===== config.mk =====
export PLATFORM = sky130hd
export DESIGN_NAME = quad_pulse_gen
export DESIGN_NICKNAME = d
export VERILOG_FILES = /design/src/rtl/quad_pkg.sv /design/src/rtl/phase_timer.sv /design/src/rtl/quad_pulse_gen.sv
export SDC_FILE = /design/constraint.sdc
export NUM_CORES = 1
export LEC_CHECK = 0
export CORE_ASPECT_RATIO = 1.75
export CORE_MARGIN = 3
export CORE_UTILIZATION = 55
export CTS_CLUSTER_DIAMETER = 200
export CTS_CLUSTER_SIZE = 14
export DETAILED_ROUTE_END_ITERATION = 7
export PLACE_DENSITY = 0.91
export SLEW_MARGIN = 5
export SYNTH_ARGS = -nofsm -noshare
export SYNTH_HDL_FRONTEND = slang
export SYNTH_SLANG_ARGS = --single-unit
export TNS_END_PERCENT = 100

===== constraint.sdc =====
create_clock -name CLK -period 4.3 [get_ports CLK]
set_clock_uncertainty 0.1 [all_clocks]
set_input_delay 0.86 -clock CLK [delete_from_list [all_inputs] [get_ports CLK]]
set_output_delay 0.86 -clock CLK [all_outputs]
set_load 0.01 [all_outputs]

===== src/rtl/quad_pkg.sv =====
// Shared types and constants for the SIA/SIB quadrature pulse generator.
package quad_pkg;

    typedef enum logic [2:0] {
        IDLE,
        PH1,
        PH2,
        PH3,
        PH4,
        GAPW,
        FIN
    } state_t;

    localparam int unsigned QUARTER_DEF = 4;
    localparam int unsigned GAP_DEF     = 0;

    // {SIA,SIB} after each of the four transitions of one detent
    localparam logic [1:0] PAT_RIGHT [4] = '{2'b10, 2'b11, 2'b01, 2'b00};
    localparam logic [1:0] PAT_LEFT  [4] = '{2'b01, 2'b11, 2'b10, 2'b00};

    function automatic logic [1:0] phase_pat(input logic dir, input logic [1:0] idx);
        return dir ? PAT_LEFT[idx] : PAT_RIGHT[idx];
    endfunction

endpackage


===== src/rtl/phase_timer.sv =====
// Loadable down-counter; tc is high during the last clock of a loaded interval.
module phase_timer #(
    parameter int unsigned W = 3
) (
    input  logic         clk,
    input  logic         rst_n,
    input  logic         load,
    input  logic [W-1:0] load_val,
    output logic         tc
);

    logic [W-1:0] cnt;

    always_ff @(posedge clk or negedge rst_n) begin
        if (!rst_n) begin
            cnt <= '0;
        end else if (load) begin
            cnt <= load_val;
        end else if (cnt != '0) begin
            cnt <= cnt - 1'b1;
        end
    end

    // Loading L on an edge makes tc high on the cycle before edge +L
    assign tc = (cnt == W'(1));

endmodule


===== src/rtl/quad_pulse_gen.sv =====
// Quadrature pulse generator: emits COUNT detents on SIA/SIB in direction DIR.
module quad_pulse_gen
    import quad_pkg::*;
#(
    parameter int unsigned QUARTER = QUARTER_DEF,
    parameter int unsigned GAP     = GAP_DEF,
    parameter int unsigned CW      = 7
) (
    input  logic          CLK,
    input  logic          RST_N,
    input  logic          START,
    input  logic          DIR,
    input  logic [CW-1:0] COUNT,
    input  logic          ABORT,
    output logic          SIA,
    output logic          SIB,
    output logic          BUSY,
    output logic          DONE,
    output logic [CW-1:0] SENT
);

    localparam int unsigned TMAX = (QUARTER > GAP) ? QUARTER : GAP;
    localparam int unsigned TW   = $clog2(TMAX + 1);

    state_t        state;
    logic          dir_q;
    logic [CW-1:0] count_q;
    logic          abort_q;

    logic          tc;
    logic          tload;
    logic [TW-1:0] tval;
    logic          last;

    always_comb begin
        tload = ((state == IDLE) && START && (COUNT != '0))
              || (tc && (state inside {PH1, PH2, PH3, PH4, GAPW}));
        tval  = ((state == PH4) && (GAP != 0)) ? TW'(GAP) : TW'(QUARTER);
        // ABORT is also honoured on the decision edge itself, not only once latched
        last  = (SENT == count_q) || abort_q || ABORT;
    end

    phase_timer #(
        .W(TW)
    ) u_timer (
        .clk     (CLK),
        .rst_n   (RST_N),
        .load    (tload),
        .load_val(tval),
        .tc      (tc)
    );

    always_ff @(posedge CLK or negedge RST_N) begin
        if (!RST_N) begin
            state   <= IDLE;
            SIA     <= 1'b0;
            SIB     <= 1'b0;
            BUSY    <= 1'b0;
            DONE    <= 1'b0;
            SENT    <= '0;
            dir_q   <= 1'b0;
            count_q <= '0;
            abort_q <= 1'b0;
        end else begin
            if ((state != IDLE) && ABORT) begin
                abort_q <= 1'b1;
            end
            case (state)
                IDLE: begin
                    DONE <= 1'b0;
                    if (START) begin
                        dir_q   <= DIR;
                        count_q <= COUNT;
                        abort_q <= 1'b0;
                        BUSY    <= 1'b1;
                        SENT    <= '0;
                        if (COUNT != '0) begin
                            {SIA, SIB} <= phase_pat(DIR, 2'd0);
                            state      <= PH1;
                        end else begin
                            state <= FIN;
                        end
                    end
                end
                PH1: if (tc) begin
                    {SIA, SIB} <= phase_pat(dir_q, 2'd1);
                    state      <= PH2;
                end
                PH2: if (tc) begin
                    {SIA, SIB} <= phase_pat(dir_q, 2'd2);
                    state      <= PH3;
                end
                PH3: if (tc) begin
                    {SIA, SIB} <= phase_pat(dir_q, 2'd3);
                    SENT       <= SENT + 1'b1;
                    state      <= PH4;
                end
                PH4, GAPW: if (tc) begin
                    if ((state == PH4) && (GAP != 0)) begin
                        state <= GAPW;
                    end else if (last) begin
                        state <= FIN;
                        DONE  <= 1'b1;
                        BUSY  <= 1'b0;
                    end else begin
                        {SIA, SIB} <= phase_pat(dir_q, 2'd0);
                        state      <= PH1;
                    end
                end
                FIN: begin
                    // COUNT=0 arrives here with DONE low and spends one busy cycle first
                    if (DONE) begin
                        DONE  <= 1'b0;
                        state <= IDLE;
                    end else begin
                        DONE <= 1'b1;
                        BUSY <= 1'b0;
                    end
                end
                default: state <= IDLE;
            endcase
        end
    end

endmodule


==> results by group <==
Layout
  – Most common cell after layout, fill and taps aside: dfrtp_1
  – Count of filler cells inserted in the layout: 179
  – Ant. Diodes: 0
  – Area of the multi-input gates: 792 sq um
  – P&R area growth vs syn: 20.3%
  – Share of post-route cells with drive strength above 1: 10.5%
  – Final std cell area, no fill: 1790 sq um
  – Nets@finish: 189
  – Most frequent cells in the layout: dfrtp_1 (26), clkdlybuf4s50_1 (22), nor2_1 (13)
  – Reg area: 651 sq um

Floorplan
  – Die area: 3390 sq um
  – Ports: 23
  – Starting Density: 58.4%
  – Die X: 45.3 um
  – Core area: 2550 sq um
  – Die Y: 74.9 um
  – Site Rows: 24

Worst hold path
  – WHS Path Cells: 1
  – Min-delay worst type: flop to flop
  – Hold_sp: SIA
  – Hold Path End: SIA

Power
  – Clock power share: 17.2%
  – Peak VDD IR: 390 uV
  – Pint: 0.735 mW
  – Switching Fraction: 37.6%
  – Switching pwr: 0.443 mW
  – Leak Pwr: 0.734 nW
  – Flop pwr share: 40.0%
  – Power per cell area: 657 nW/um^2
  – Combinational power share: 42.9%

Worst setup path
  – CP cell instances: clkdlybuf4s50_1, or3b_1, a21boi_1, o32a_1, nor2_2, mux2_1
  – FF-to-FF Start: state[1]
  – CP endpoint kind: flop
  – CP arrival: 2.68 ns
  – Critical path's slowest cell: clkdlybuf4s50_1
  – Worst r2r path cells: 5
  – CP Launch Type: input port
  – R2R setup slack: 2.09 ns
  – Crit-path max FO: 4
  – Worst Path Required: 4.37 ns
  – Critical path's largest stage delay: 0.54 ns
  – FF-to-FF End: SIB
  – Critical path class: input port to flop

Global route
  – First-pass GRT wire length: 5620 um
  – Initial antenna violation count: 0
  – Number of global-route vias before repair: 1275
  – Remaining global-route overflow: 0
  – All-Layer GR Usage: 22.1%
  – Largest net degree at the start of global routing: 27

Route
  – Routed vias/inst: 6.20
  – First drt pass iteration count: 4
  – Avg WL per Cell: 16.3 um
  – Routed WL: 3240 um
  – DRC: 0
  – Starting DRT DRC Count: 46
  – Vias: 1227
  – Final antenna-violating net count: 0

STA
  – Setup TNS: 0 ns
  – Setup Viol. Count Final: 0
  – Worst-margin pin slew: 1.14 ns
  – Crit path time final: 2.61 ns
  – Fmax: 383 MHz
  – Worst rel slew slack: 23.8%
  – Hold_ws: 0.392 ns
  – Unrepaired setup endpoints after global routing: false
  – Hold Vio Cnt, Final: 0
  – Pins Over Slew Limit: 0
  – Final period utilization: 60.7%

Clock tree
  – Sink Count: 26
  – CTS Buffer Depth: 2
  – CTS Root Cell: clkbuf_8
  – CTS tree: built
  – H-tree levels: 1
  – Hold_buf cts: 0
  – Post-CTS sizing: 0
  – Post-CTS setup buffer count: 0
  – CTS buffer count: 3
  – Clock-pin slew on the worst setup and hold paths: 0.09 ns
  – Clk Latency, worst-skew pair: 0.27 ns

Run
  – Max-cap violations: 0

Status
  – Status: completed

Place
  – Area after DPL: 1720 sq um
  – RePlAce Congestion: 0.882
  – Port Buffers: 22
  – Post-DP HPWL: 2410 um

Synth
  – Gate Count Post-Synth: 151
  – Yosys warns: 0
  – Post-synthesis sequential area ratio: 43.7%
  – Yosys cell types: 42
  – Synthesized area per cell: 9.87 sq um
  – Post-synthesis cell area: 1490 sq um
  – Syn_nets: 167
  – Flops & latches, synth: 26
worst max-delay path: cells and delay by family:
kind | cells | cell delay [ns]
and+or+nand+nor | 2 | 0.54
buffers and inverters | 1 | 0.54
muxes | 1 | 0.33
AOI/OAI and AO/OA | 2 | 0.41
power groups by stage:
stage	clock, mW	combinational (mW)	sequential [mW]
global placement	0	0.476	0.464
CTS	0.205	0.509	0.468
floorplan	0	0.402	0.421
finish	0.202	0.505	0.471
global route	0.214	0.566	0.489
detailed placement	0	0.506	0.474
Yosys cell counts:
| library cell | number | area, sq um |
|---|---|---|
| xnor2_1 | 8 | 70.1 |
| a21boi_1 | 1 | 7.51 |
| nand4b_1 | 2 | 17.5 |
| o32a_1 | 1 | 10.0 |
| o21ai_0 | 9 | 45.0 |
| mux2_2 | 8 | 90.1 |
| a21oi_1 | 3 | 15.0 |
| xor2_1 | 6 | 52.6 |
| nand2_1 | 12 | 45.0 |
| nor2b_1 | 3 | 18.8 |
| mux2i_1 | 2 | 20.0 |
| or2_2 | 1 | 6.26 |
| nand4_1 | 4 | 25.0 |
| nor3_1 | 4 | 20.0 |
| nor2_2 | 1 | 6.26 |
| a2bb2oi_1 | 1 | 8.76 |
| or3b_1 | 1 | 8.76 |
| o211a_1 | 1 | 10.0 |
| dfrtp_1 | 26 | 651 |
| and3_1 | 2 | 12.5 |
| a31o_2 | 1 | 8.76 |
| a31oi_1 | 3 | 18.8 |
| a32oi_1 | 1 | 8.76 |
| a21oi_2 | 1 | 8.76 |
| buf_2 | 5 | 25.0 |
| nor3b_1 | 1 | 7.51 |
| and2_1 | 2 | 12.5 |
| o22ai_1 | 1 | 6.26 |
| nand2b_1 | 3 | 18.8 |
| nor2_1 | 13 | 48.8 |
| o211ai_1 | 3 | 22.5 |
| nand3_1 | 2 | 10.0 |
| nor4b_2 | 1 | 15.0 |
| o311ai_0 | 1 | 8.76 |
| o21ai_1 | 1 | 5.00 |
| ha_1 | 4 | 50.1 |
| inv_1 | 5 | 18.8 |
| clkbuf_1 | 1 | 3.75 |
| o31ai_1 | 2 | 15.0 |
| a22o_1 | 1 | 8.76 |
| mux2_1 | 2 | 22.5 |
| nor4_1 | 1 | 6.26 |
flip-flops by register name, summed over array words and instances, names as in the netlist:
register	cells
abort_q	1
SENT	7
dir_q	1
SIA	1
state	3
DONE	1
count_q	7
u_timer.cnt	3
SIB	1
BUSY	1
how the worst max path moves through the flow:
stage                     start  end  slack (ns)  depth (start not counted)
after floorplan           START  SIA        2.06                          5
after global placement    START  SIA        1.46                          6
after detailed placement  START  SIB        1.40                          6
after CTS                 START  SIB        1.69                          6
after global routing      START  SIB        1.61                          6
final                     START  SIB        1.69                          6
routing by layer:
layer  wire length, um  GRT usage (%)
met1              1220           25.5
met2              1740           39.4
met3               154           2.39
met4               127           10.4
met5                 0              0
final cells by class:
| class | instances | area share (%) |
|---|---|---|
| Tap cell | 26 | 1.81 |
| Timing Repair Buffer | 23 | 12.7 |
| Clock buffer | 3 | 2.30 |
| Multi-Input combinational cell | 114 | 44.2 |
| Clock inverter | 1 | 1.67 |
| Sequential cell | 26 | 36.3 |
| Inverter | 5 | 1.05 |
metrics by stage:
stage / instances / power (mW) / setup slack, ns / utilization [%]
after CTS: 198 / 1.18 / 1.69 / 70.2
after global routing: 198 / 1.27 / 1.61 / 70.2
after global placement: 194 / 0.941 / 1.46 / 67.5
after floorplan: 151 / 0.823 / 2.06 / -
final: 198 / 1.18 / 1.69 / 70.2
after detailed placement: 194 / 0.979 / 1.40 / 67.5
cells by family after synthesis:
group	share of synthesized area (%)
adders and majority gates	3.36
buffers and inverters	3.19
AOI/OAI and AO/OA	13.9
and+or+nand+nor	18.7
muxes	8.90
DFF	43.7
xor gates and xnor gates	8.23
No activity file was read; power rests on OpenSTA's default activity.
